==> src/rtl/alu_pkg.sv <==
// Shared definitions for the multi-cycle ALU.
// - ALU op encodings (3-bit, same as the single-cycle ALU)
// - FSM state encodings
// - Bit positions of the N/Z/C/V flags inside the packed flag register
// - Shift direction encoding used by alu_shift_step
package alu_pkg;

  localparam logic [2:0] OP_NOOP0 = 3'b000;
  localparam logic [2:0] OP_NOOP1 = 3'b001;
  localparam logic [2:0] OP_ADD   = 3'b010;
  localparam logic [2:0] OP_SUB   = 3'b011;
  localparam logic [2:0] OP_SHL   = 3'b100;
  localparam logic [2:0] OP_SHR   = 3'b101;
  localparam logic [2:0] OP_ADDI  = 3'b110;
  localparam logic [2:0] OP_SUBI  = 3'b111;

  typedef enum logic [1:0] {
    S_IDLE  = 2'd0,
    S_SHIFT = 2'd1,
    S_DONE  = 2'd2
  } state_t;

  localparam int FLAG_N = 3;
  localparam int FLAG_Z = 2;
  localparam int FLAG_C = 1;
  localparam int FLAG_V = 0;

  localparam logic DIR_SHL = 1'b0;
  localparam logic DIR_SHR = 1'b1;

endpackage

==> src/rtl/alu_shift_step.sv <==
// One iteration of the iterative shifter, shared by SHL and SHR.
// Ports:
//   acc      in  WIDTH  value being shifted
//   s        in  SW     shift amount this cycle, 0..STEP (0 passes acc through)
//   dir      in  1      DIR_SHL / DIR_SHR (logical)
//   acc_next out WIDTH  shifted value
//   bit_out  out 1      last bit shifted out (acc[WIDTH-s] left, acc[s-1] right)
// Only the amounts 1..STEP are decoded, so the mux is STEP-wide rather than a
// full barrel shifter.
module alu_shift_step
  import alu_pkg::*;
#(
  parameter int WIDTH = 32,
  parameter int STEP  = 1,
  parameter int SW    = 6
) (
  input  logic [WIDTH-1:0] acc,
  input  logic [SW-1:0]    s,
  input  logic             dir,
  output logic [WIDTH-1:0] acc_next,
  output logic             bit_out
);

  always_comb begin
    acc_next = acc;
    bit_out  = 1'b0;
    for (int k = 1; k <= STEP; k++) begin
      if (s == SW'(k)) begin
        if (dir == DIR_SHR) begin
          acc_next = acc >> k;
          bit_out  = acc[k-1];
        end else begin
          acc_next = acc << k;
          bit_out  = acc[WIDTH-k];
        end
      end
    end
  end

endmodule

==> src/rtl/alu_mc.sv <==
// Multi-cycle parametrised ALU with valid/ready on both sides.
// Ports:
//   clk, rst                 clock, synchronous active-high reset
//   in_valid / in_ready      operand handshake; accept = in_valid & in_ready
//   A, B, ALUop              operands and 3-bit op (B is the shift amount for shifts)
//   out_valid / out_ready    result handshake; handoff = out_valid & out_ready
//   Result                   registered result
//   flag_n/z/c/v             registered flags
//   dbg_state                current FSM state (state_t encoding)
// Handshake: a transfer happens on a rising edge where valid and ready are both
// high; valid, once raised, holds its payload stable until that edge. in_ready
// does not depend on in_valid, and out_valid does not depend on out_ready.
// Non-shift ops complete at the accept edge; shifts iterate SHIFT_STEP bits per
// cycle in S_SHIFT. Accepting in S_DONE while handing off gives one op/cycle.
module alu_mc
  import alu_pkg::*;
#(
  parameter int WIDTH      = 32,
  parameter int SHIFT_STEP = 1
) (
  input  logic             clk,
  input  logic             rst,
  input  logic             in_valid,
  output logic             in_ready,
  input  logic [WIDTH-1:0] A,
  input  logic [WIDTH-1:0] B,
  input  logic [2:0]       ALUop,
  output logic             out_valid,
  input  logic             out_ready,
  output logic [WIDTH-1:0] Result,
  output logic             flag_n,
  output logic             flag_z,
  output logic             flag_c,
  output logic             flag_v,
  output logic [1:0]       dbg_state
);

  // Counter only ever holds 1..WIDTH-1, so it is sized for WIDTH.
  localparam int CW = $clog2(WIDTH + 1);
  localparam logic [WIDTH-1:0] WIDTH_V = WIDTH'(WIDTH);
  localparam logic [CW-1:0]    STEP_V  = CW'(SHIFT_STEP);

  state_t           state, state_next;
  logic [WIDTH-1:0] acc;
  logic [CW-1:0]    cnt;
  logic             dir;
  logic [3:0]       flags;

  logic             accept;
  logic             is_shift;
  logic             b_zero;
  logic             b_big;
  logic             go_shift;
  logic [WIDTH:0]   sum;
  logic [WIDTH:0]   diff;
  logic [WIDTH-1:0] alu_res;
  logic             alu_c;
  logic             alu_v;
  logic [CW-1:0]    s;
  logic [WIDTH-1:0] acc_shifted;
  logic             bit_out;
  logic             last_step;

  assign in_ready  = !rst && ((state == S_IDLE) || (state == S_DONE && out_ready));
  assign accept    = in_valid && in_ready;
  assign out_valid = (state == S_DONE);
  assign dbg_state = state;

  assign is_shift = (ALUop == OP_SHL) || (ALUop == OP_SHR);
  assign b_zero   = (B == '0);
  assign b_big    = (B >= WIDTH_V);
  assign go_shift = is_shift && !b_zero && !b_big;

  // WIDTH+1-bit sum/difference: the top bit is carry-out for add and borrow
  // (A < B unsigned) for subtract.
  assign sum  = {1'b0, A} + {1'b0, B};
  assign diff = {1'b0, A} - {1'b0, B};

  // Single-cycle results, including the degenerate shifts (B==0, B>=WIDTH).
  always_comb begin
    alu_res = '0;
    alu_c   = 1'b0;
    alu_v   = 1'b0;
    case (ALUop)
      OP_ADD, OP_ADDI: begin
        alu_res = sum[WIDTH-1:0];
        alu_c   = sum[WIDTH];
        alu_v   = (A[WIDTH-1] == B[WIDTH-1]) && (sum[WIDTH-1] != A[WIDTH-1]);
      end
      OP_SUB, OP_SUBI: begin
        alu_res = diff[WIDTH-1:0];
        alu_c   = diff[WIDTH];
        alu_v   = (A[WIDTH-1] != B[WIDTH-1]) && (diff[WIDTH-1] != A[WIDTH-1]);
      end
      OP_SHL, OP_SHR: alu_res = b_zero ? A : '0;
      default:        alu_res = '0;
    endcase
  end

  assign s         = (cnt < STEP_V) ? cnt : STEP_V;
  assign last_step = (cnt == s);

  alu_shift_step #(
    .WIDTH (WIDTH),
    .STEP  (SHIFT_STEP),
    .SW    (CW)
  ) u_shift_step (
    .acc      (acc),
    .s        (s),
    .dir      (dir),
    .acc_next (acc_shifted),
    .bit_out  (bit_out)
  );

  always_comb begin
    state_next = state;
    case (state)
      S_IDLE, S_DONE: begin
        if (accept)                           state_next = go_shift ? S_SHIFT : S_DONE;
        else if (state == S_DONE && out_ready) state_next = S_IDLE;
      end
      S_SHIFT: if (last_step) state_next = S_DONE;
      default: state_next = S_IDLE;
    endcase
  end

  always_ff @(posedge clk) begin
    if (rst) begin
      state  <= S_IDLE;
      Result <= '0;
      flags  <= '0;
      acc    <= '0;
      cnt    <= '0;
      dir    <= DIR_SHL;
    end else begin
      state <= state_next;
      if (accept) begin
        if (go_shift) begin
          acc <= A;
          cnt <= B[CW-1:0];
          dir <= (ALUop == OP_SHR) ? DIR_SHR : DIR_SHL;
        end else begin
          Result         <= alu_res;
          flags[FLAG_N]  <= alu_res[WIDTH-1];
          flags[FLAG_Z]  <= (alu_res == '0);
          flags[FLAG_C]  <= alu_c;
          flags[FLAG_V]  <= alu_v;
        end
      end else if (state == S_SHIFT) begin
        acc           <= acc_shifted;
        cnt           <= cnt - s;
        // Carry tracks the most recent bit out; out_valid is low here, so
        // updating it mid-shift is invisible to the consumer.
        flags[FLAG_C] <= bit_out;
        if (last_step) begin
          Result        <= acc_shifted;
          flags[FLAG_N] <= acc_shifted[WIDTH-1];
          flags[FLAG_Z] <= (acc_shifted == '0);
          flags[FLAG_V] <= 1'b0;
        end
      end
    end
  end

  assign flag_n = flags[FLAG_N];
  assign flag_z = flags[FLAG_Z];
  assign flag_c = flags[FLAG_C];
  assign flag_v = flags[FLAG_V];

endmodule

==> config.mk <==
export PLATFORM = sky130hd
export DESIGN_NAME = alu_mc
export DESIGN_NICKNAME = d
export VERILOG_FILES = /design/src/rtl/alu_pkg.sv /design/src/rtl/alu_shift_step.sv /design/src/rtl/alu_mc.sv
export SDC_FILE = /design/constraint.sdc
export NUM_CORES = 1
export LEC_CHECK = 0
export CORE_ASPECT_RATIO = 2
export CORE_MARGIN = 3
export CORE_UTILIZATION = 45
export CTS_BUF_LIST = sky130_fd_sc_hd__clkbuf_2
export DETAILED_ROUTE_END_ITERATION = 10
export GPL_TIMING_DRIVEN = 0
export MAX_ROUTING_LAYER = met4
export PLACE_DENSITY = 0.67
export SLEW_MARGIN = 20
export SYNTH_ARGS = -nofsm -noshare
export SYNTH_HDL_FRONTEND = slang
export SYNTH_SLANG_ARGS = --single-unit
==> constraint.sdc <==
create_clock -name clk -period 5.3 [get_ports clk]
set_input_delay 0.795 -clock clk [delete_from_list [all_inputs] [get_ports clk]]
set_output_delay 0.795 -clock clk [all_outputs]
set_load 0.02 [all_outputs]
==> results of run 1 <==
-- path summary, 6_finish.rpt --
check                               start        end  slack, ps  depth (start not counted)
worst max register to register     cnt[1]   flags[2]        900                         15
worst min-delay path            Result[9]  Result[9]        460                          2
worst max-delay path                 A[0]   flags[2]        410                         15
worst min register to register  Result[9]  Result[9]        460                          2
-- worst max-delay path, cell delays in order --
cell and delay, ps:
sky130_fd_sc_hd__clkdlybuf4s50_1 670, sky130_fd_sc_hd__ha_1 230, sky130_fd_sc_hd__inv_1 50, sky130_fd_sc_hd__fa_1 380
sky130_fd_sc_hd__or2_4 300, sky130_fd_sc_hd__a211o_1 310, sky130_fd_sc_hd__a211oi_2 240, sky130_fd_sc_hd__o21ai_1 300
sky130_fd_sc_hd__o21ai_0 400, sky130_fd_sc_hd__mux2i_1 140, sky130_fd_sc_hd__a221oi_1 620, sky130_fd_sc_hd__nand2_1 150
sky130_fd_sc_hd__nor4_1 370, sky130_fd_sc_hd__nand4bb_1 160, sky130_fd_sc_hd__o31ai_2 240
-- state kept, by name, indices dropped and copies added (netlist names) --
register,cells
flags,3
cnt,6
dir,1
dbg_state,2
acc,32
Result,32
-- synthesized netlist by cell type (4+ instances only) --
cell type	number
sky130_fd_sc_hd__a2111oi_0	5
sky130_fd_sc_hd__a211oi_1	52
sky130_fd_sc_hd__a21o_1	11
sky130_fd_sc_hd__a21oi_1	123
sky130_fd_sc_hd__a221oi_1	4
sky130_fd_sc_hd__a22oi_1	9
sky130_fd_sc_hd__a311oi_1	10
sky130_fd_sc_hd__a31oi_1	14
sky130_fd_sc_hd__and2_1	5
sky130_fd_sc_hd__and3_1	7
sky130_fd_sc_hd__buf_1	10
sky130_fd_sc_hd__buf_2	8
sky130_fd_sc_hd__buf_4	6
sky130_fd_sc_hd__clkbuf_1	58
sky130_fd_sc_hd__clkinv_1	4
sky130_fd_sc_hd__dfxtp_1	76
sky130_fd_sc_hd__ha_1	67
sky130_fd_sc_hd__inv_1	67
sky130_fd_sc_hd__mux2i_1	43
sky130_fd_sc_hd__nand2_1	95
sky130_fd_sc_hd__nand2b_1	12
sky130_fd_sc_hd__nand3_1	31
sky130_fd_sc_hd__nand4_1	11
sky130_fd_sc_hd__nor2_1	171
sky130_fd_sc_hd__nor2b_1	15
sky130_fd_sc_hd__nor3_1	70
sky130_fd_sc_hd__nor3b_1	5
sky130_fd_sc_hd__nor4_1	15
sky130_fd_sc_hd__o211ai_1	20
sky130_fd_sc_hd__o21a_1	4
sky130_fd_sc_hd__o21ai_0	68
sky130_fd_sc_hd__o21ai_1	4
sky130_fd_sc_hd__o21bai_1	6
sky130_fd_sc_hd__o31ai_1	13
sky130_fd_sc_hd__o32ai_1	4
sky130_fd_sc_hd__or2_2	4
sky130_fd_sc_hd__or3_1	5
sky130_fd_sc_hd__xnor2_1	19
sky130_fd_sc_hd__xor2_1	4
-- cell type report --
class	instances	area, um2
Clock inverter	7	97.59
Inverter	72	270.3
Sequential cell	76	1521
Multi-Input combinational cell	1006	6461
Timing Repair Buffer	110	1101
Fill cell	2015	8652
Tap cell	255	319.1
Buffer	84	362.8
Clock buffer	9	45.04
Antenna cell	1	2.502
-- power groups by stage --
stage                     clock, uW  sequential, uW  combinational [uW]
after floorplan                   0             622                 476
after global placement            0             607                 789
after detailed placement          0             607                 792
after CTS                       394             596                 795
after global routing            415             598                 875
final                           397             597                 811
-- per-layer routing --
layer | up-vias | track usage (%) | part of all wire, %
li1 | 4781 | - | -
met5 | - | - | 0
met3 | 200 | 3.467 | 5.5
met4 | 0 | 30.67 | 9.7
met2 | 549 | 67.43 | 52
met1 | 4818 | 36.85 | 33
-- cells by family (layout without fill, tap and decap cells) --
family	Yosys count	count (layout)	share of synthesized area (%)
AO/OA/AOI/OAI	405	405	31.89
XOR/XNOR	23	23	2.339
adder cells (fa/ha/maj)	69	69	10.20
buffers and inverters	156	282	7.351
flip-flops	76	76	17.67
multiplexers	44	44	5.259
other	0	1	0
AND/OR/NAND/NOR	465	465	25.29
-- per-stage QoR --
stage / hold WS (ps) / instance area, um2 / std cells / util [%] / power [uW]
final: 464.0 / 10180 / 1620 / 54.06 / 1804
after global routing: 480.2 / 10180 / 1620 / 54.06 / 1888
after CTS: 464.5 / 10180 / 1619 / 54.05 / 1785
after detailed placement: 442.1 / 10040 / 1603 / 53.29 / 1399
after global placement: 433.6 / 10030 / 1603 / 53.27 / 1396
after floorplan: 425.1 / 8612 / 1238 / - / 1098
-- layout by cell type (no fill, tap or decap), drive strengths merged, types with 8 or more instances in the layout --
master         instances
nand4                 11
a2111oi                8
a31oi                 15
nor2b                 15
a21oi                125
ha                    67
dfxtp                 76
inv                   70
clkbuf                67
nor2                 173
nand3                 31
a22oi                  9
a21o                  11
mux2i                 43
a311oi                10
xnor2                 19
o211ai                20
a211oi                53
nand2                 95
clkdlybuf4s50        110
nand2b                12
o21ai                 74
buf                   26
o31ai                 15
nor3                  73
nor4                  16
==> results.rst, run 1 <==
.. list-table::
   :header-rows: 1

   * - Metric
     - Value
   * - Status
     - finished, final reports clean
   * - Overflow left after global routing
     - 0
   * - Wirelength, routed
     - 39.16 mm
   * - Reported max-cap violation count
     - 0
   * - Number of enable-type register cells in the synthesized netlist
     - 0
   * - Total global routing track utilization
     - 37.84%
   * - CTS root buffer
     - sky130_fd_sc_hd__clkbuf_2
   * - Hold buffers post-CTS
     - 0
   * - RSZ-0062 raised after global routing
     - false
   * - Minimum setup slack after placement
     - -147.3 ps
   * - Prevailing post-synth register cell
     - sky130_fd_sc_hd__dfxtp_1
   * - Largest cells by area after synthesis
     - sky130_fd_sc_hd__dfxtp_1 18%, sky130_fd_sc_hd__ha_1 9.7%, sky130_fd_sc_hd__nor2_1 7.5%, sky130_fd_sc_hd__a21oi_1 7.1%, sky130_fd_sc_hd__mux2i_1 5.0%
   * - DP Wirelength
     - 32.58 mm
   * - Critical path data required time
     - 5780 ps
   * - Via count of the first global-routing pass
     - 10320
   * - Share of total power in sequential cells
     - 33.1%
   * - Setup bufs post-CTS
     - 0
   * - Distinct cell type count of the synthesized netlist
     - 91
   * - Number of rows in the core area
     - 71
   * - Share of the clock period used by the worst path
     - 92.26%
   * - Avg Cell Area, Syn
     - 6.956 um2
   * - Clock share of power
     - 22.0%
   * - Number of antenna violations at the first check in global routing
     - 1
   * - Switching power as a share of total power
     - 42.18%
   * - Post-DR wirelength/cell
     - 24.17 um
   * - Clk sinks
     - 76
   * - Number of levels in the clock H-tree
     - 3
   * - Max Clock Freq
     - 204.5 MHz
   * - Routability-driven placement congestion ratio
     - 1.056
   * - Setup ws final
     - 410.0 ps
   * - Total setup violations reported at the end of the flow
     - 0
   * - Residual DRC count
     - 0
   * - Type of the worst setup path
     - in -> reg
   * - Number of failing hold endpoints at the final stage
     - 0
   * - Clock-pin transition on the worst setup and hold timing paths
     - 220 ps
   * - Count of warnings emitted by yosys
     - 0
   * - Clk Latency, worst-skew pair
     - 560 ps
   * - Leakage
     - 0.003724 uW
   * - Pin count of the biggest net entering global routing
     - 15
   * - Number of buffers added on ports
     - 110
   * - Synth area leader
     - sky130_fd_sc_hd__dfxtp_1
   * - Crit-path max FO
     - 5
   * - Die width
     - 103.8 um
   * - Global-route wire length before repair
     - 59.80 mm
   * - Share of layout cells above drive strength 1
     - 4.545%
   * - Buffers from clock root to sink, at most
     - 2
   * - DIE AREA
     - 0.02093 mm2
   * - Mapped Area
     - 0.008612 mm2
   * - Sequential share of the synthesized area
     - 17.67%
   * - Cell count after synthesis
     - 1238
   * - Number of nets with antenna violations after routing
     - 0
   * - TritonCTS buffer count
     - 9
   * - Nature of the critical path endpoint
     - register
   * - Switching component of the power
     - 761.1 uW
   * - Total via count in the routed design
     - 10350
   * - Initial cell density of the core
     - 45.73%
   * - Flops & latches, synth
     - 76
   * - Core Footprint
     - 0.01883 mm2
   * - Fin Setup TNS
     - 0 ps
   * - Post-Syn Nets
     - 1378
   * - Relative area change from synthesis to final layout
     - 18.22%
   * - Clock Skews
     - 48.25 ps
   * - Layout Nets
     - 1499
   * - CP Launch Type
     - primary input
   * - Internal power
     - 1043 uW
   * - I/O pin count
     - 111
   * - Die outline height
     - 201.6 um
   * - Worst voltage drop across the vdd grid
     - 0.1294 mV
   * - CP Data Arrival Time
     - 5370 ps
   * - Share of Yosys cell area claimed by the top area cell type
     - 17.67%
   * - Combinational share of power
     - 45.0%
   * - Detailed-route vias per instance
     - 6.388
   * - Type of the tightest min-delay check
     - reg -> reg
   * - Pwr Density
     - 177.2 mW/mm2
   * - Worst-margin pin slew
     - 912.2 ps
   * - 1st-pass router iterations
     - 8
   * - Tmin final
     - 4890 ps
   * - Iteration-0 DRC count of the detailed router
     - 719
   * - Post-cts repair resize count
     - 0
   * - Clock tree from TritonCTS
     - done
   * - Worst slew slack as a fraction of its limit
     - 39.18%
   * - Max Transition Viols Final
     - 0
   * - Proportion of synthesized flip-flops having asynchronous set or reset
     - 0%
No activity file was read; power rests on OpenSTA's default activity.
==> inputs of run 2 (changes only) <==
--- a/config.mk
+++ b/config.mk
@@ -10,9 +10,11 @@
 export CORE_UTILIZATION = 45
 export CTS_BUF_LIST = sky130_fd_sc_hd__clkbuf_2
 export DETAILED_ROUTE_END_ITERATION = 10
+export GPL_ROUTABILITY_DRIVEN = 0
 export GPL_TIMING_DRIVEN = 0
 export MAX_ROUTING_LAYER = met4
 export PLACE_DENSITY = 0.67
+export REMOVE_ABC_BUFFERS = 1
 export SLEW_MARGIN = 20
 export SYNTH_ARGS = -nofsm -noshare
 export SYNTH_HDL_FRONTEND = slang
==> run 2 against run 1 <==
  * Clock power up 9.1%
  * Hold slack got worse by 1.6 ps
  * Fmax down 2.1%
  * Die area stayed put
  * Utilization decreased by 0.086 points
  * Final area down 0.16%
  * Sequential share of layout area about the same
==> results.rst, run 2 (synthesis gave the netlist of run 1 again) <==
.. list-table::
   :header-rows: 1

   * - Metric
     - Value
   * - Status
     - finished, final reports clean (unchanged)
   * - Total global routing track utilization
     - 31.06% (was 37.84%)
   * - CP Data Arrival Time
     - 5500 ps (was 5370 ps)
   * - I/O pin count
     - 111 (unchanged)
   * - Number of antenna violations at the first check in global routing
     - 1 (unchanged)
   * - Switching component of the power
     - 714.4 uW (was 761.1 uW)
   * - Nature of the critical path endpoint
     - register (unchanged)
   * - Number of rows in the core area
     - 71 (unchanged)
   * - Setup bufs post-CTS
     - 0 (unchanged)
   * - Clock tree from TritonCTS
     - done (unchanged)
   * - Layout Nets
     - 1428 (was 1499)
   * - Count of fill cells added during filler insertion
     - 1929 (was 2015)
   * - 1st-pass router iterations
     - 5 (was 8)
   * - Max Transition Viols Final
     - 0 (unchanged)
   * - Total setup violations reported at the end of the flow
     - 0 (unchanged)
   * - Via count of the first global-routing pass
     - 9475 (was 10320)
   * - Reported max-cap violation count
     - 0 (unchanged)
   * - Placement-stage cell area
     - 0.01000 mm2 (was 0.01004 mm2)
   * - CP Launch Type
     - primary input (unchanged)
   * - Wirelength, routed
     - 32.17 mm (was 39.16 mm)
   * - Number of buffers added on ports
     - 110 (unchanged)
   * - Buffers from clock root to sink, at most
     - 2 (unchanged)
   * - Overflow left after global routing
     - 0 (unchanged)
   * - Setup slack on the worst flop-to-flop path
     - 660 ps (was 900 ps)
   * - Worst slew slack as a fraction of its limit
     - 22.08% (was 39.18%)
   * - Combinational share of power
     - 43.1% (was 45.0%)
   * - Detailed-route vias per instance
     - 6.241 (was 6.388)
   * - Sequential cell area
     - 0.001523 mm2 (was 0.001521 mm2)
   * - Tmin final
     - 4995 ps (was 4890 ps)
   * - Share of layout cells above drive strength 1
     - 5.414% (was 4.545%)
   * - Type of the tightest min-delay check
     - reg -> reg (unchanged)
   * - Minimum setup slack after placement
     - -172.7 ps (was -147.3 ps)
   * - Die width
     - 103.8 um (unchanged)
   * - Global-route wire length before repair
     - 50.77 mm (was 59.80 mm)
   * - Clock Skews
     - 24.48 ps (was 48.25 ps)
   * - Leakage
     - 0.003731 uW (was 0.003724 uW)
   * - Number of nets with antenna violations after routing
     - 0 (unchanged)
   * - Clock share of power
     - 24.0% (was 22.0%)
   * - DP Wirelength
     - 25.47 mm (was 32.58 mm)
   * - Worst-margin pin slew
     - 1165 ps (was 912.2 ps)
   * - Worst voltage drop across the vdd grid
     - 0.1083 mV (was 0.1294 mV)
   * - Initial cell density of the core
     - 45.73% (unchanged)
   * - Clk sinks
     - 76 (unchanged)
   * - Share of total power in sequential cells
     - 33.0% (was 33.1%)
   * - Internal power
     - 1091 uW (was 1043 uW)
   * - Max Clock Freq
     - 200.2 MHz (was 204.5 MHz)
   * - RSZ-0062 raised after global routing
     - false (unchanged)
   * - Share of the clock period used by the worst path
     - 94.25% (was 92.26%)
   * - Final standard cell area without fillers
     - 0.01016 mm2 (was 0.01018 mm2)
   * - Setup ws final
     - 304.7 ps (was 410.0 ps)
   * - Relative area change from synthesis to final layout
     - 18.03% (was 18.22%)
   * - Number of levels in the clock H-tree
     - 3 (unchanged)
   * - Switching power as a share of total power
     - 39.56% (was 42.18%)
   * - Clk Latency, worst-skew pair
     - 560 ps (about the same)
   * - Combined area of the multi-input logic cells
     - 0.006516 mm2 (was 0.006461 mm2)
   * - Type of the worst setup path
     - in -> reg (unchanged)
   * - Pwr Density
     - 177.7 mW/mm2 (was 177.2 mW/mm2)
   * - Critical path data required time
     - 5800 ps (was 5780 ps)
   * - Hold buffers post-CTS
     - 0 (unchanged)
   * - Most used cells in the layout excluding fill and tap cells
     - 171 x sky130_fd_sc_hd__nor2_1, 122 x sky130_fd_sc_hd__a21oi_1, 108 x sky130_fd_sc_hd__clkdlybuf4s50_1 (was 171 x sky130_fd_sc_hd__nor2_1, 123 x sky130_fd_sc_hd__a21oi_1, 110 x sky130_fd_sc_hd__clkdlybuf4s50_1)
   * - Leading cell type in the layout, fill and taps excluded
     - sky130_fd_sc_hd__nor2_1 (unchanged)
   * - Total via count in the routed design
     - 9667 (was 10350)
   * - Core Footprint
     - 0.01883 mm2 (unchanged)
   * - Iteration-0 DRC count of the detailed router
     - 634 (was 719)
   * - Post-cts repair resize count
     - 0 (unchanged)
   * - DIE AREA
     - 0.02093 mm2 (unchanged)
   * - Residual DRC count
     - 0 (unchanged)
   * - Clock-pin transition on the worst setup and hold timing paths
     - 240 ps (was 220 ps)
   * - Registers with the most flip-flops
     - Result: 32 flops, acc: 32 flops, cnt: 6 flops (unchanged)
   * - Pin count of the biggest net entering global routing
     - 79 (was 15)
   * - CTS root buffer
     - sky130_fd_sc_hd__clkbuf_2 (unchanged)
   * - Number of failing hold endpoints at the final stage
     - 0 (unchanged)
   * - Crit-path max FO
     - 5 (unchanged)
   * - Post-DR wirelength/cell
     - 20.77 um (was 24.17 um)
   * - TritonCTS buffer count
     - 9 (unchanged)
   * - Die outline height
     - 201.6 um (unchanged)
[run 2: final timing paths]
path / start / end / depth (start not counted)
worst min register to register: Result[2] / Result[2] / 2
worst max register to register: cnt[1] / flags[2] / 14
worst min-delay path: Result[2] / Result[2] / 2
worst max-delay path: A[0] / flags[2] / 15
[run 2: stage by stage]
step / utilization (%) / std cells / hold WS, ps / total power, uW / setup TNS [ps]
floorplan: - / 1154 / 425.1 / 1073 / 0
global placement: 51.34 / 1519 / 437.3 / 1346 / -235310
detailed placement: 53.10 / 1532 / 444.0 / 1368 / -172.7
CTS: 53.96 / 1548 / 466.6 / 1797 / 0
global route: 53.97 / 1549 / 491.3 / 1895 / 0
finish: 53.97 / 1549 / 462.4 / 1806 / 0
[run 2: metal layers]
metal / global-route usage [%] / routed length, um / vias up
met4: 20.54 / 2363 / 0
met3: 2.376 / 1500 / 130
met2: 55.12 / 16590 / 385
li1: - / - / 4647
met5: - / 0 / -
met1: 32.66 / 11720 / 4505
[run 2: critical path, cell delays in order]
cell	delay [ps]
sky130_fd_sc_hd__clkdlybuf4s50_1	670
sky130_fd_sc_hd__ha_1	220
sky130_fd_sc_hd__inv_1	60
sky130_fd_sc_hd__fa_1	370
sky130_fd_sc_hd__or2_4	280
sky130_fd_sc_hd__a211o_1	300
sky130_fd_sc_hd__a211oi_2	270
sky130_fd_sc_hd__o21ai_1	300
sky130_fd_sc_hd__o21ba_4	310
sky130_fd_sc_hd__o41ai_1	570
sky130_fd_sc_hd__mux2i_1	180
sky130_fd_sc_hd__xnor2_1	210
sky130_fd_sc_hd__a221o_1	300
sky130_fd_sc_hd__or4_1	470
sky130_fd_sc_hd__o31ai_2	190
[run 2: layout make-up]
type,count,area share (%)
multi-input combinational,1006,64.11
sequential,76,14.98
timing repair buffer,123,13.50
tap,255,3.139
inverter,72,2.659
clock inverter,6,1.096
clock buffer,10,0.4924
antenna,1,0.02462
[run 2: power by group through the flow]
stage | sequential [uW] | clock [uW] | combinational (uW)
detailed placement | 606 | 0 | 761
finish | 595 | 433 | 778
global placement | 606 | 0 | 740
floorplan | 622 | 0 | 451
CTS | 595 | 437 | 764
global route | 597 | 457 | 840
==> inputs of run 3 (changes only) <==
--- a/config.mk
+++ b/config.mk
@@ -15,7 +15,6 @@
 export MAX_ROUTING_LAYER = met4
 export PLACE_DENSITY = 0.67
 export REMOVE_ABC_BUFFERS = 1
-export SLEW_MARGIN = 20
 export SYNTH_ARGS = -nofsm -noshare
 export SYNTH_HDL_FRONTEND = slang
 export SYNTH_SLANG_ARGS = --single-unit
==> run 3 against run 2 <==
  * Final cell count down 0.39%
  * Power decreased by 2.3%
  * Clock-buffer cell count is 1 lower
  * Worst setup slack improved by 52 ps
==> results.rst, run 3 (synthesis gave the netlist of run 1 again) <==
.. list-table::
   :header-rows: 1

   * - Metric
     - Value
   * - Number of buffers added on ports
     - 110 (unchanged)
   * - Number of levels in the clock H-tree
     - 3 (unchanged)
   * - Top cell family by delay on the critical path
     - compound AO/OA/AOI/OAI gates (unchanged)
   * - Clock tree from TritonCTS
     - done (unchanged)
   * - Wirelength, routed
     - 31.79 mm (was 32.17 mm)
   * - Type of the tightest min-delay check
     - reg -> reg (unchanged)
   * - Setup ws final
     - 357.2 ps (was 304.7 ps)
   * - Slowest Stage Delay on Critical Path
     - 650 ps (was 670 ps)
   * - Sequential cell area
     - 0.001523 mm2 (unchanged)
   * - Hold buffers post-CTS
     - 0 (unchanged)
   * - Buffers from clock root to sink, at most
     - 2 (unchanged)
   * - Max Transition Viols Final
     - 0 (unchanged)
   * - RSZ-0062 raised after global routing
     - false (unchanged)
   * - Number of nets with antenna violations after routing
     - 0 (unchanged)
   * - Registers with the most flip-flops
     - Result: 32 flops, acc: 32 flops, cnt: 6 flops (unchanged)
   * - Pin count of the biggest net entering global routing
     - 53 (was 79)
   * - WP buf/inv
     - 2 (unchanged)
   * - Initial cell density of the core
     - 45.73% (unchanged)
   * - Switching component of the power
     - 724.8 uW (was 714.4 uW)
   * - Tmin final
     - 4943 ps (was 4995 ps)
   * - Die outline height
     - 201.6 um (unchanged)
   * - Count of fill cells added during filler insertion
     - 1945 (was 1929)
   * - Post-cts repair resize count
     - 0 (unchanged)
   * - Nature of the critical path endpoint
     - register (unchanged)
   * - Overflow left after global routing
     - 0 (unchanged)
   * - Share of layout cells above drive strength 1
     - 4.817% (was 5.414%)
   * - Worst-path cell with the longest stage delay
     - sky130_fd_sc_hd__clkdlybuf4s50_1 (unchanged)
   * - Pwr Density
     - 176.3 mW/mm2 (was 177.7 mW/mm2)
   * - Clk sinks
     - 76 (unchanged)
   * - Clk Latency, worst-skew pair
     - 580 ps (was 560 ps)
   * - Number of failing hold endpoints at the final stage
     - 0 (unchanged)
   * - Launch point of the worst reg-to-reg path
     - cnt[1] (unchanged)
   * - Clock Skews
     - 28.25 ps (was 24.48 ps)
   * - 1st-pass router iterations
     - 9 (was 5)
   * - DP Wirelength
     - 24.97 mm (was 25.47 mm)
   * - Type of the worst setup path
     - in -> reg (unchanged)
   * - Most used cells in the layout excluding fill and tap cells
     - 171 x sky130_fd_sc_hd__nor2_1, 122 x sky130_fd_sc_hd__a21oi_1, 108 x sky130_fd_sc_hd__clkdlybuf4s50_1 (unchanged)
   * - Worst setup path startpoint
     - A[0] (unchanged)
   * - Crit-path max FO
     - 5 (unchanged)
   * - Combined area of the multi-input logic cells
     - 0.006515 mm2 (was 0.006516 mm2)
   * - DIE AREA
     - 0.02093 mm2 (unchanged)
   * - Layout Nets
     - 1422 (was 1428)
   * - Minimum setup slack after placement
     - -481.4 ps (was -172.7 ps)
   * - Leakage
     - 0.003657 uW (was 0.003731 uW)
   * - Relative area change from synthesis to final layout
     - 16.13% (was 18.03%)
   * - Detailed-route vias per instance
     - 6.284 (was 6.241)
   * - Residual DRC count
     - 0 (unchanged)
   * - Number of antenna violations at the first check in global routing
     - 1 (unchanged)
   * - Combinational share of power
     - 43.7% (was 43.1%)
   * - Fin Setup TNS
     - 0 ps (unchanged)
   * - Max Clock Freq
     - 202.3 MHz (was 200.2 MHz)
   * - Clock share of power
     - 22.6% (was 24.0%)
   * - Startpoint of the worst hold path
     - Result[2] (unchanged)
   * - Switching power as a share of total power
     - 41.11% (was 39.56%)
   * - Worst-margin pin slew
     - 1319 ps (was 1165 ps)
   * - Reported max-cap violation count
     - 0 (unchanged)
   * - Post-DR wirelength/cell
     - 20.60 um (was 20.77 um)
   * - Total via count in the routed design
     - 9696 (was 9667)
   * - Cell-by-cell listing of the critical path
     - clkdlybuf4s50_1, ha_1, inv_1, fa_1, or2_4, a211o_1, a211oi_2, o21ai_1, o21ba_4, o41ai_1, mux2i_1, xnor2_1, a221o_1, or4_1, o31ai_2 (unchanged)
   * - Global-route wire length before repair
     - 50.39 mm (was 50.77 mm)
   * - Final core occ
     - 53.10% (was 53.97%)
   * - CP Launch Type
     - primary input (unchanged)
   * - Iteration-0 DRC count of the detailed router
     - 591 (was 634)
   * - Clock-pin transition on the worst setup and hold timing paths
     - 250 ps (was 240 ps)
   * - Total global routing track utilization
     - 30.65% (was 31.06%)
   * - I/O pin count
     - 111 (unchanged)
   * - Die width
     - 103.8 um (unchanged)
   * - Share of the clock period used by the worst path
     - 93.26% (was 94.25%)
   * - Share of total power in sequential cells
     - 33.8% (was 33.0%)
   * - Critical path data required time
     - 5820 ps (was 5800 ps)
   * - CTS root buffer
     - sky130_fd_sc_hd__clkbuf_2 (unchanged)
   * - TritonCTS buffer count
     - 9 (unchanged)
   * - Status
     - finished, final reports clean (unchanged)
   * - CP Data Arrival Time
     - 5470 ps (was 5500 ps)
   * - Worst voltage drop across the vdd grid
     - 0.08220 mV (was 0.1083 mV)
   * - Total setup violations reported at the end of the flow
     - 0 (unchanged)
   * - Worst slew slack as a fraction of its limit
     - 11.90% (was 22.08%)
   * - Setup bufs post-CTS
     - 0 (unchanged)
   * - Via count of the first global-routing pass
     - 9431 (was 9475)
   * - Internal power
     - 1039 uW (was 1091 uW)
   * - Leading cell type in the layout, fill and taps excluded
     - sky130_fd_sc_hd__nor2_1 (unchanged)
   * - Core Footprint
     - 0.01883 mm2 (unchanged)
   * - Number of rows in the core area
     - 71 (unchanged)
==> run 3: metrics by stage <==
step           cells  hold WS, ps  total power (uW)  area [um2]
4_1_cts         1542        466.8              1749        9996
3_3_place_gp    1519        437.3              1346        9669
2_1_floorplan   1154        425.1              1073        8249
3_5_place_dp    1526        444.0              1359        9853
6_report        1543        461.6              1763       10000
5_1_grt         1543        492.1              1848       10000
==> run 3: path summary, 6_finish.rpt <==
kind	to	slack [ps]	cells past startpoint
max	flags[2]	360	15
min	Result[2]	460	2
max reg2reg	flags[2]	660	14
min reg2reg	Result[2]	460	2
==> run 3: final cells by class <==
| cell class | instances | share of cell area [%] |
|---|---|---|
| multi-input combinational | 1006 | 65.14 |
| sequential | 76 | 15.23 |
| timing repair buffer | 117 | 12.29 |
| tap | 255 | 3.190 |
| inverter | 72 | 2.702 |
| clock inverter | 7 | 0.9759 |
| clock buffer | 9 | 0.4504 |
| antenna | 1 | 0.02502 |
==> run 3: metal layers <==
layer / vias to the layer above / wire [um] / GRT usage (%)
li1: 4626 / - / -
met1: 4468 / 11490 / 32.46
met2: 445 / 16040 / 53.10
met3: 157 / 1673 / 2.504
met4: 0 / 2578 / 22.16
met5: - / 0 / -
==> run 3: power by group through the flow <==
stage | registers [uW] | logic (uW) | clock network (uW)
6_report | 595 | 770 | 398
5_1_grt | 597 | 833 | 418
4_1_cts | 595 | 756 | 397
3_5_place_dp | 606 | 753 | 0
3_3_place_gp | 606 | 740 | 0
2_1_floorplan | 622 | 451 | 0
==> run 3: tightest hold or removal path: cells and delay by family, from the launching register on <==
kind / cells / cell delay, ps
compound gates: 1 / 50
simple gates: 1 / 50
flops: 1 / 360
